**config.mk**
```make
export PLATFORM = sky130hd
export DESIGN_NAME = fft_frame_loader
export DESIGN_NICKNAME = d
export VERILOG_FILES = /design/src/rtl/fft_frame_loader.sv
export SDC_FILE = /design/constraint.sdc
export NUM_CORES = 2
export LEC_CHECK = 0
export BUFFER_PORTS_ARGS = -buffer_cell sky130_fd_sc_hd__buf_2
export CAP_MARGIN = 15
export CORE_ASPECT_RATIO = 0.5
export CORE_UTILIZATION = 63
export DETAILED_ROUTE_END_ITERATION = 7
export GPL_TIMING_DRIVEN = 0
export PLACE_DENSITY = 0.86
export SYNTH_ARGS = -nofsm -noshare
export SYNTH_HDL_FRONTEND = slang
export SYNTH_SLANG_ARGS = --single-unit
```
**constraint.sdc**
```tcl
create_clock -name clk -period 80.1 [get_ports clk]
set_input_delay 4.005 -clock clk [delete_from_list [all_inputs] [get_ports clk]]
set_output_delay 4.005 -clock clk [all_outputs]
set_load 0.01 [all_outputs]
```
**src/rtl/fft_frame_loader.sv**
```systemverilog
// Ping-pong frame assembler feeding the 16-point FFT core: fills one bank from a
// valid/ready sample stream while the core works on the other bank.
module fft_frame_loader #(
    parameter int unsigned DATA_WIDTH = 16,
    parameter int unsigned N          = 16
) (
    input  logic                  clk,
    input  logic                  reset,
    input  logic                  s_valid,
    output logic                  s_ready,
    input  logic [DATA_WIDTH-1:0] s_real,
    input  logic [DATA_WIDTH-1:0] s_imag,
    input  logic                  flush,
    output logic [DATA_WIDTH-1:0] real_out [0:N-1],
    output logic [DATA_WIDTH-1:0] imag_out [0:N-1],
    output logic                  start_fft,
    input  logic                  fft_done,
    output logic [15:0]           frame_count
);

    localparam int unsigned IdxW = $clog2(N);

    typedef enum logic [1:0] {BankEmpty, BankFull, BankBusy} bank_status_e;
    typedef enum logic [1:0] {StIdle, StStart, StWaitDone} state_e;

    logic [DATA_WIDTH-1:0] mem_real [2][N];
    logic [DATA_WIDTH-1:0] mem_imag [2][N];
    bank_status_e          status   [2];

    state_e            state;
    logic              wr_bank;
    logic              rd_bank;
    logic [IdxW-1:0]   wr_idx;
    logic              wr_fire;
    logic              wr_last;

    assign s_ready = (status[wr_bank] == BankEmpty) && !flush;
    assign wr_fire = s_valid && s_ready;
    assign wr_last = wr_fire && (wr_idx == IdxW'(N - 1));

    always_ff @(posedge clk or posedge reset) begin
        if (reset) begin
            for (int b = 0; b < 2; b++) begin
                for (int i = 0; i < N; i++) begin
                    mem_real[b][i] <= '0;
                    mem_imag[b][i] <= '0;
                end
            end
        end else if (wr_fire) begin
            mem_real[wr_bank][wr_idx] <= s_real;
            mem_imag[wr_bank][wr_idx] <= s_imag;
        end
    end

    // Write-side and FSM status updates always target different banks: the
    // write bank is never the bank held FULL/BUSY by the FSM.
    always_ff @(posedge clk or posedge reset) begin
        if (reset) begin
            state       <= StIdle;
            status[0]   <= BankEmpty;
            status[1]   <= BankEmpty;
            wr_bank     <= 1'b0;
            rd_bank     <= 1'b0;
            wr_idx      <= '0;
            start_fft   <= 1'b0;
            frame_count <= 16'd0;
        end else begin
            if (flush) begin
                wr_idx <= '0;
            end else if (wr_fire) begin
                wr_idx <= wr_idx + IdxW'(1);
                if (wr_last) begin
                    status[wr_bank] <= BankFull;
                    wr_bank         <= ~wr_bank;
                end
            end

            unique case (state)
                StIdle: begin
                    if (status[rd_bank] == BankFull) begin
                        state     <= StStart;
                        start_fft <= 1'b1;
                    end
                end
                StStart: begin
                    start_fft       <= 1'b0;
                    status[rd_bank] <= BankBusy;
                    frame_count     <= frame_count + 16'd1;
                    state           <= StWaitDone;
                end
                StWaitDone: begin
                    if (fft_done) begin
                        status[rd_bank] <= BankEmpty;
                        rd_bank         <= ~rd_bank;
                        state           <= StIdle;
                    end
                end
                default: begin
                    start_fft <= 1'b0;
                    state     <= StIdle;
                end
            endcase
        end
    end

    always_comb begin
        for (int i = 0; i < N; i++) begin
            real_out[i] = mem_real[rd_bank][i];
            imag_out[i] = mem_imag[rd_bank][i];
        end
    end

endmodule

```
# After elaboration in Yosys (flattened, before gate mapping)
# Cells that the tools add are included.
# totals
word_cells,149
ff_bits,1053
out_inout_bits,530
inputBits,37
# op_classes
magnitude_cmp,6
n_addsub,2
n_reduce_logical,14
n_eq_ne,6
bitwise_logic,15
muxes,34
# ops
cell,count
2-to-1 mux 256 bit,7
bitwise mux 512 bit,2
demux 256 bit (select 1 bit),1
demux 16 bit (select 4 bit),1
2-to-1 mux 4 bit,6
2-to-1 mux 2 bit,10
adder 16 x 1 -> 16 bit (second input constant),1
2-to-1 mux 16 bit,1
one-hot mux 4 bit (2 select lines),1
logical AND 1 bit,6
one-hot mux 2 bit (3 select lines),1
AND reduction 2 bit,3
greater-or-equal comparator 5 bit (second input constant),1
less-than comparator 5 x 1 -> 1 bit (second input constant),1
NOT 4 -> 5 bit,1
adder 4 x 1 -> 4 bit (second input constant),1
AND 2 bit,2
AND 4 bit,1
demux 2 bit (select 1 bit),2
equality test 2 x 1 -> 1 bit (second input constant),2
equality test 4 bit (second input constant),1
greater-or-equal comparator 2 bit (second input constant),2
zero test 2 bit,2
less-than comparator 2 x 1 -> 1 bit (second input constant),2
12 further kinds,19

# Logic depth before layout (Yosys ltp)
# depth
word_depth,14
mapped_depth,7
mapped_depth_nobuf,6

# Least setup slack after synthesis
# OpenSTA, ideal clock, no wires.
# synth_timing
kind,input-to-output
start,in flush
end,out s_ready
required_ns,76.095
path_buffers,2
arrival_ns,4.905
stages,4
path_slack_ns,71.190
path_cell_list,or4b_1 -> clkbuf_1 -> nand2_1 -> buf_2
# synth_via
elab_chain_len,2
# synth_rtl
element,line,text
from (decl),13,"input logic flush,"
zero test 1 bit,37,assign s_ready = (status[wr_bank] == BankEmpty) && !flush;
logical AND 1 bit,37,
to (decl),10,"output logic s_ready,"
# No other way between the ends.

# Worst setup path after layout
# Ends and elaborated chain as after synthesis.

==> summary.txt <==
Cells and area
  • Filler cells: 4512
  • Layout area overhead: 16.04%
  • Finished layout cell area: 52930 µm²
  • Most frequent cells in the layout: mux2_2, dfrtp_1, buf_2, clkbuf_1, clkbuf_16
  • Non-Filler Instances: 4688
  • Most common cell after layout, fill and taps aside: mux2_2
  • Layout Nets: 3701
  • Share of cells above drive strength 1: 60.76%

Clock tree
  • CTS tree: built
  • CTS Sinks: 1053
  • Clk Latency, worst-skew pair: 0.67 ns
  • Root Buffer Master: clkbuf_16
  • Num CTS Buffers: 88
  • Setup Fix Bufs, Post-CTS: 0
  • H-tree Lvls: 3
  • CTS clock-pin slew for the worst setup and hold paths: 0.06 ns
  • Post-CTS Resized: 0
  • Cts hold-fix bufs: 0
  • Clock buffer depth: 3

Synth
  • Mapped Nets: 3036
  • Synth warn: 0
  • Complex-gate fraction of the synthesized area: 0.3099%
  • Largest family of logic cells by synthesized area: multiplexers
  • Post-synthesis sequential element count: 1053
  • Top_reg_cell synth: dfrtp_1
  • Synth top area share: 57.76%
  • Simple logic cell fraction of the synthesized area: 1.081%
  • Mux contribution to synthesized area: 37.96%
  • Synth Instances: 2991
  • Post-synth cell types: 40
  • Post-synth EDFFs: 0
  • Area leader, netlist: dfrtp_1
  • Async SR Flop Fraction: 100.0%
  • Mapped cell area: 45620 µm²
  • Top post-synthesis cells by area: dfrtp_1, mux2_2, clkbuf_1, mux2_1, buf_1
  • Adder-Cell Fraction of Synth Area: 0.2194%
  • Syn_area_per_cell: 15.25 µm²
  • Synth Area in XOR/XNOR: 0.3456%
  • Register area share after synthesis: 57.76%

Global route
  • Largest net degree at the start of global routing: 135
  • Gr usage total: 35.14%
  • Initial antenna violation count: 7
  • Vias in the first global route: 29977
  • Grt ovf: 0
  • First-pass GRT wire length: 189100 µm

Setup path
  • Crit path DAT: 5.40 ns
  • Critical Path End Type: output pin
  • Crit path launch type: input port
  • CP Max Fanout: 10
  • CP required: 76.09 ns
  • Crit Path Class: input port to output pin

STA
  • Worst hold margin: 0.4864 ns
  • Slew @ Worst Pin: 1.115 ns
  • # setup viols final: 0
  • Fin. Hold Viols: 0
  • Setup TNS Final: 0 ns
  • Final Skew: 0.02281 ns
  • Max_slew headroom: 25.66%
  • Crit share post-route: 11.74%
  • Post-route minimum period: 9.403 ns
  • RSZ-0062 raised after global routing: false
  • Slew Viols, Final: 0
  • Fmax: 106.4 MHz

Outcome
  • Violations in the final reports: DRC
  • Outcome: complete, but fails checks

Pwr
  • Peak supply drop: 0.01458 mV
  • P_leak: 28.99 nW
  • Power Dens Cells: 19.07 nW/µm²
  • Sequential share of power: 52.7%
  • Pint: 790.2 µW
  • Switching power: 219.1 µW
  • Net Sw Frac: 21.71%
  • Clock Power Share: 44.8%
  • Comb pwr share: 2.5%

Hold path
  • HP Class: register to register

Floorplanning
  • Row cnt: 69
  • Die Footprint: 73560 µm²
  • Initial Utilization: 63.97%
  • Chip width: 382.6 µm
  • Die Ht: 192.3 µm
  • Core area: 71310 µm²
  • Top Ports: 567

Route
  • ANT nets after route: 0
  • Via Count: 28695
  • Final WL: 130000 µm
  • Drt pass-1 iters: 8
  • Drt initial violations: 2193
  • Vias per std cell: 6.121
  • WL/cell: 27.73 µm
  • Remaining DRCs: 48

Place
  • PortBufs: 566
  • Dpl hpwl: 93350 µm
  • Dpl cell area: 49910 µm²
  • Placed insts: 4524
  • Routability Congestion: 0.8884

Flow run
  • Max cap viols: 0
==> final timing paths <==
kind | start | to | slack [ns] | cells after the start
worst max register to register | status[0]$_DFF_PP0_ | mem_imag[223]$_DFFE_PP0P_ | 76.96 | 7
worst min register to register | mem_imag[426]$_DFFE_PP0P_ | mem_imag[426]$_DFFE_PP0P_ | 0.49 | 1
worst max-delay path | flush | s_ready | 70.70 | 6
max in group asynchronous | reset | mem_real[294]$_DFFE_PP0P_ | 74.26 | 6
worst min-delay path | mem_imag[426]$_DFFE_PP0P_ | mem_imag[426]$_DFFE_PP0P_ | 0.49 | 1
min in group asynchronous | reset | mem_imag[23]$_DFFE_PP0P_ | 3.36 | 2
==> power by group through the flow <==
stage	Sequential, mW	Clock (mW)	Combinational, mW
2_1_floorplan	0.543	0	0.0130
3_3_place_gp	0.543	0	0.0239
3_5_place_dp	0.542	0	0.0262
4_1_cts	0.532	0.454	0.0263
5_1_grt	0.531	0.475	0.0283
6_report	0.531	0.452	0.0257
==> routing by layer <==
metal  track usage (%)  routed length (µm)  vias to the layer above
li1                  -                   -                    11950
met1             45.04               51660                    15333
met2             58.21               63780                     1018
met3             4.465                5960                      392
met4             21.03                8578                        2
met5                 0                  13                        -
==> cells by family (layout without fill, tap and decap cells) <==
| logic type | after synthesis | after routing |
|---|---|---|
| compound gates | 22 | 22 |
| other cells | 0 | 7 |
| simple gates | 84 | 84 |
| flops | 1053 | 1053 |
| mux | 1538 | 1538 |
| xor+xnor | 18 | 18 |
| buf+inv | 268 | 1000 |
| fa+ha+maj | 8 | 8 |
==> registers in the layout, summed over array words and instances, names as in the netlist <==
register and cells:
start_fft 1, status 4, wr_idx 4, rd_bank 1
frame_count 16, mem_real 512, state 2, mem_imag 512
wr_bank 1
==> cell type report <==
cell class              instances  area (µm²)  area share, %
flip-flops and latches       1053       26350          49.78
multi-input cells            1670       18210          34.40
repair buffers                575        3080          5.819
clock buffers                 136        2749          5.193
well taps                     958        1199          2.264
plain buffers                 259        1023          1.933
clock inverters                21       262.8         0.4964
inverters                       9       41.29        0.07800
diodes                          7       17.52        0.03309
==> worst max-delay path, cell delays in order <==
cell      delay [ns]
buf_2           0.14
or4b_1          0.48
clkbuf_1        0.19
nand2_1         0.14
buf_2           0.23
buf_2           0.20
==> cells in the mapped netlist (all sizes together) (3+ instances only) <==
cell type / n
buf: 93
clkbuf: 166
nand3: 18
nor3: 4
nand4: 4
o21ai: 8
xor2: 5
xnor2: 13
nor2: 8
inv: 9
and4: 3
a21oi: 4
nand2b: 4
nand2: 22
dfrtp: 1053
or4: 3
ha: 8
and3: 7
mux2: 1538
==> metrics by stage <==
step | utilization, % | power, mW | setup slack (ns)
floorplan | - | 0.5557 | 46.46
global placement | 69.62 | 0.5670 | 37.19
detailed placement | 69.98 | 0.5679 | 70.76
CTS | 74.21 | 1.012 | 70.76
global route | 74.23 | 1.034 | 70.68
finish | 74.23 | 1.009 | 70.70
(Power assumes the default switching activity.)
